[src/rtl/pipeline_stage_skid.sv]
// Inter-stage pipeline register with valid/ready handshake and a 2-entry skid buffer.
// The head entry drives the outputs; the skid entry absorbs one beat while downstream stalls.
module pipeline_stage_skid #(
  parameter int                 DATA_W      = 96,
  parameter int                 CTRL_W      = 12,
  parameter logic [CTRL_W-1:0]  BUBBLE_CTRL = '0
) (
  input  logic              clk,
  input  logic              rst_n,
  input  logic              flush,
  input  logic              in_valid,
  output logic              in_ready,
  input  logic [DATA_W-1:0] in_data,
  input  logic [CTRL_W-1:0] in_ctrl,
  output logic              out_valid,
  input  logic              out_ready,
  output logic [DATA_W-1:0] out_data,
  output logic [CTRL_W-1:0] out_ctrl,
  output logic [1:0]        occupancy
);

  // State bits are {main_v, skid_v}; 2'b01 is never entered.
  typedef enum logic [1:0] {
    EMPTY = 2'b00,
    ONE   = 2'b10,
    FULL  = 2'b11
  } state_e;

  state_e              state_q, state_d;
  logic [DATA_W-1:0]   main_data_q, main_data_d;
  logic [DATA_W-1:0]   skid_data_q, skid_data_d;
  logic [CTRL_W-1:0]   main_ctrl_q, main_ctrl_d;
  logic [CTRL_W-1:0]   skid_ctrl_q, skid_ctrl_d;
  logic [1:0]          occ_q, occ_d;
  logic                accept;
  logic                consume;

  // in_ready depends only on flops, so out_ready never reaches it combinationally.
  assign in_ready  = ~state_q[0];
  assign out_valid = state_q[1];
  assign out_data  = main_data_q;
  assign out_ctrl  = state_q[1] ? main_ctrl_q : BUBBLE_CTRL;
  assign occupancy = occ_q;

  assign accept  = in_valid & in_ready;
  assign consume = out_valid & out_ready;

  always_comb begin
    state_d     = state_q;
    main_data_d = main_data_q;
    main_ctrl_d = main_ctrl_q;
    skid_data_d = skid_data_q;
    skid_ctrl_d = skid_ctrl_q;
    if (flush) begin
      // Data is left stale; only ctrl must be scrubbed so a killed entry cannot commit.
      state_d     = EMPTY;
      main_ctrl_d = BUBBLE_CTRL;
      skid_ctrl_d = BUBBLE_CTRL;
    end else begin
      case (state_q)
        EMPTY: begin
          if (accept) begin
            main_data_d = in_data;
            main_ctrl_d = in_ctrl;
            state_d     = ONE;
          end
        end
        ONE: begin
          if (accept && consume) begin
            main_data_d = in_data;
            main_ctrl_d = in_ctrl;
          end else if (accept) begin
            skid_data_d = in_data;
            skid_ctrl_d = in_ctrl;
            state_d     = FULL;
          end else if (consume) begin
            state_d = EMPTY;
          end
        end
        FULL: begin
          if (consume) begin
            main_data_d = skid_data_q;
            main_ctrl_d = skid_ctrl_q;
            state_d     = ONE;
          end
        end
        default: state_d = EMPTY;
      endcase
    end
    occ_d = {1'b0, state_d[1]} + {1'b0, state_d[0]};
  end

  always_ff @(posedge clk or negedge rst_n) begin
    if (!rst_n) begin
      state_q     <= EMPTY;
      main_data_q <= '0;
      skid_data_q <= '0;
      main_ctrl_q <= BUBBLE_CTRL;
      skid_ctrl_q <= BUBBLE_CTRL;
      occ_q       <= 2'd0;
    end else begin
      state_q     <= state_d;
      main_data_q <= main_data_d;
      skid_data_q <= skid_data_d;
      main_ctrl_q <= main_ctrl_d;
      skid_ctrl_q <= skid_ctrl_d;
      occ_q       <= occ_d;
    end
  end

  a_no_orphan_skid: assert property (@(posedge clk) disable iff (!rst_n)
    state_q inside {EMPTY, ONE, FULL});

  a_stall_stable: assert property (@(posedge clk) disable iff (!rst_n)
    (out_valid && !out_ready && !flush) |=> ($stable(out_data) && $stable(out_ctrl)));

  a_no_accept_full: assert property (@(posedge clk) disable iff (!rst_n)
    !(accept && state_q == FULL));

endmodule

[config.mk]
export PLATFORM = sky130hd
export DESIGN_NAME = pipeline_stage_skid
export DESIGN_NICKNAME = d
export VERILOG_FILES = /design/src/rtl/pipeline_stage_skid.sv
export SDC_FILE = /design/constraint.sdc
export NUM_CORES = 1
export LEC_CHECK = 0
export BUFFER_PORTS_ARGS = -buffer_cell sky130_fd_sc_hd__buf_2
export CORE_MARGIN = 2
export CORE_UTILIZATION = 55
export DETAILED_ROUTE_END_ITERATION = 16
export PLACE_DENSITY_LB_ADDON = 0.1
export SYNTH_ARGS = -nofsm -noshare
export SYNTH_HDL_FRONTEND = slang
export SYNTH_SLANG_ARGS = --single-unit
[constraint.sdc]
create_clock -name clk -period 3.1 [get_ports clk]
set_clock_uncertainty 0.1 [all_clocks]
set_input_delay 0.155 -clock clk [delete_from_list [all_inputs] [get_ports clk]]
set_output_delay 0.155 -clock clk [all_outputs]
set_load 0.1 [all_outputs]
==> flow_metrics.env <==
export IMPL_status="finished, final reports clean"
export IMPL_rsz0062_at_grt="no"
export IMPL_start_util_pct=56.0
export IMPL_r2r_end="skid_data_q[87]$_DFFE_PN0P_"
export IMPL_postSynthCellCount=613
export IMPL_path_class="reg -> reg"
export IMPL_crit_required_ns=3.37
export IMPL_fp_coreArea_um2=17200
export IMPL_synthArstFlopShare_pct=100
export IMPL_post_cts_buffers=0
export IMPL_slew_headroom_pct=42.0
export IMPL_place_area_um2=11000
export IMPL_routedWlPerCell_um=18.4
export IMPL_synth_top_cells_by_count="mux2_2, dfrtp_1, mux2_4"
export IMPL_clock_path_buffers=3
export IMPL_dieWidth_um=136
export IMPL_fin_nets=1065
export IMPL_synthAdderAreaFrac_pct=0.130
export IMPL_synthTopCellsByArea="dfrtp_1, mux2_2, mux2_4, mux2i_1, a22o_1"
export IMPL_synthFlopType="dfrtp_1"
export IMPL_clkLatencyLatePin_ns=0.50
export IMPL_holdCritPathClass="in -> async"
export IMPL_synthSimpleGateAreaFrac_pct=1.68
export IMPL_cts_hold_buf=112
export IMPL_r2r_cells=4
export IMPL_final_area_um2=13000
export IMPL_clkTransAtPathRegs_ns=0.06
export IMPL_dp_hpwl_um=13700
export IMPL_cts_sinks=220
export IMPL_synth_compound_area_share_pct=2.41
export IMPL_drt_antenna_violating_nets=0
export IMPL_synth_top_family_by_area="multiplexers"
export IMPL_slew_violations=0
export IMPL_dr_total_vias=6350
export IMPL_critPathLaunchType="register"
export IMPL_cts_made_buffers=24
export IMPL_yosysWarnings=0
export IMPL_crit_arrival_ns=2.75
export IMPL_whs_ns=0.220
export IMPL_yosysSeqAreaShare_pct=57.0
export IMPL_synthMuxAreaShare_pct=36.4
export IMPL_synth_area_um2=9650
export IMPL_tightest_slew_ns=0.870
export IMPL_first_pass_iters=6
export IMPL_grt_pass1_vias=6937
export IMPL_wl_um=22000
export IMPL_drc=0
export IMPL_crit_fanout=48
export IMPL_min_period_ns=2.48
export IMPL_cts_resized=0
export IMPL_die_area_um2=18600
export IMPL_cap_violations=0
export IMPL_diodes=0
export IMPL_p_per_area_nw_per_um2=777
export IMPL_syn_num_nets=727
export IMPL_grt_max_degree=109
export IMPL_h_tree_depth=1
export IMPL_yosys_area_share_xor_xnor_pct=0
export IMPL_fin_crit_sh_pct=80.0
export IMPL_ff2ff_setup_slack_ns=0.62
export IMPL_grt_ovfl_total=0
export IMPL_endpoint_kind="register"
export IMPL_antenna_found_initial=0
export IMPL_grt_pass1_wl_um=35000
export IMPL_synth_cell_types=25
export IMPL_setup_worst_path_start="state_q[1]$_DFF_PN0_"
export IMPL_yosysTopAreaCellShare_pct=57.0
export IMPL_hold_viol=0
export IMPL_synth_edff_count=0
export IMPL_die_h_um=136
export IMPL_std_cell_rows=48
export IMPL_cts_tree="built"
export IMPL_total_leakage_power_nw=6.28
export IMPL_finalSetupViolations=0
export IMPL_gr_usage_all_layers_pct=23.6
export IMPL_viasPerCell=5.32
export IMPL_gp_congestion=0.762
export IMPL_dr_first_iter_drc_count=186
export IMPL_fin_tns_setup_ns=0
export IMPL_r2r_start="state_q[1]$_DFF_PN0_"
export IMPL_cts_root_buffer="clkbuf_16"
export IMPL_max_vdd_ir_drop_mv=0.683
export IMPL_yosys_cell_count_top_type="mux2_2"
export IMPL_fmax_mhz=403
export IMPL_synth_avg_cell_area_um2=15.7
export IMPL_portBuffers=224
export IMPL_crit_end="skid_data_q[87]$_DFFE_PN0P_"
export IMPL_ios=225
export IMPL_synth_largest_area_cell="dfrtp_1"
export IMPL_syn_to_final_growth_pct=34.8
export IMPL_synth_ff_latch_count=220
export IMPL_drive_above_1_share_pct=58.5
[metal layers]
metal | wire length [um] | global-route usage (%) | up-vias
met5 | 0 | 0 | -
met4 | 388 | 5.15 | 0
met3 | 1290 | 5.26 | 31
met2 | 11200 | 41.8 | 170
met1 | 9070 | 29.8 | 3251
li1 | - | - | 2898
[cell families after synthesis]
logic type | count (synthesis)
AOI/OAI and AO/OA | 28
DFF | 220
and+or+nand+nor | 24
muxes | 300
adders and majority gates | 1
buffers and inverters | 40
[report_power, final]
group          internal, mW  leakage (nW)  switching (mW)
logic                 0.897          3.17            2.32
clock network          2.01         0.431            1.12
registers              3.45          2.68           0.312
total                  6.36          6.28            3.75
[worst min path at each step]
stage | startpoint | end | slack (ns)
global route | rst_n | skid_data_q[78]$_DFFE_PN0P_ | 0.30
finish | rst_n | out_data[83]$_DFFE_PN0P_ | 0.22
global placement | rst_n | skid_data_q[79]$_DFFE_PN0P_ | 0.22
floorplan | rst_n | main_ctrl_q[0]$_DFFE_PN0P_ | -0.24
CTS | rst_n | out_data[83]$_DFFE_PN0P_ | 0.27
detailed placement | rst_n | out_data[79]$_DFFE_PN0P_ | 0.23
[registers in the layout (all words and copies together) (netlist names)]
name and flops:
main_ctrl_q 12, occupancy 2, out_data 96, skid_ctrl_q 12, skid_data_q 96, state_q 2
[through the flow]
| stage | total power, mW | worst slack (ns) | cells | util [%] |
|---|---|---|---|---|
| 2_1_floorplan | 6.26 | 0.574 | 613 | - |
| 3_3_place_gp | 6.81 | 0.703 | 1038 | 63.9 |
| 3_5_place_dp | 6.90 | 0.632 | 1038 | 63.9 |
| 4_1_cts | 10.2 | 0.623 | 1194 | 75.5 |
| 5_1_grt | 10.5 | 0.493 | 1194 | 75.5 |
| 6_report | 10.1 | 0.619 | 1194 | 75.5 |
[cell usage in the layout (no fill, tap or decap)]
cell and n:
buf_2 223, nor4b_4 1, mux2i_1 12, mux2_2 248, bufinv_16 5, buf_12 4
clkinv_2 2, nand4b_1 1, o21ai_0 1, or3_4 1, nor2b_1 1, a21oi_1 1
a22o_1 12, and2_1 12, ha_1 1, buf_4 10, clkbuf_16 25, clkbuf_1 7
nor2_1 1, or2_2 1, nand2b_1 3, dfrtp_1 220, nand2_4 1, mux2_4 40
dlygate4sd3_1 112, inv_1 2, a31oi_1 2, o2bb2ai_1 12, clkbuf_8 6, nor3_1 2
[worst max-delay path: stages (launching register included)]
cell      delay, ns
dfrtp_1        0.65
nand2b_1       0.22
or3_4          0.70
buf_4          0.34
mux2_4         0.32
[cell type report]
class	instances	area [um2]
Fill cell	1104	4220
Tap cell	225	282
Clock buffer	37	721
Timing Repair Buffer	350	2410
Sequential cell	220	5510
Inverter	2	7.51
Multi-Input combinational cell	353	3930
Clock inverter	7	160
No activity file was read; power rests on OpenSTA's default activity.
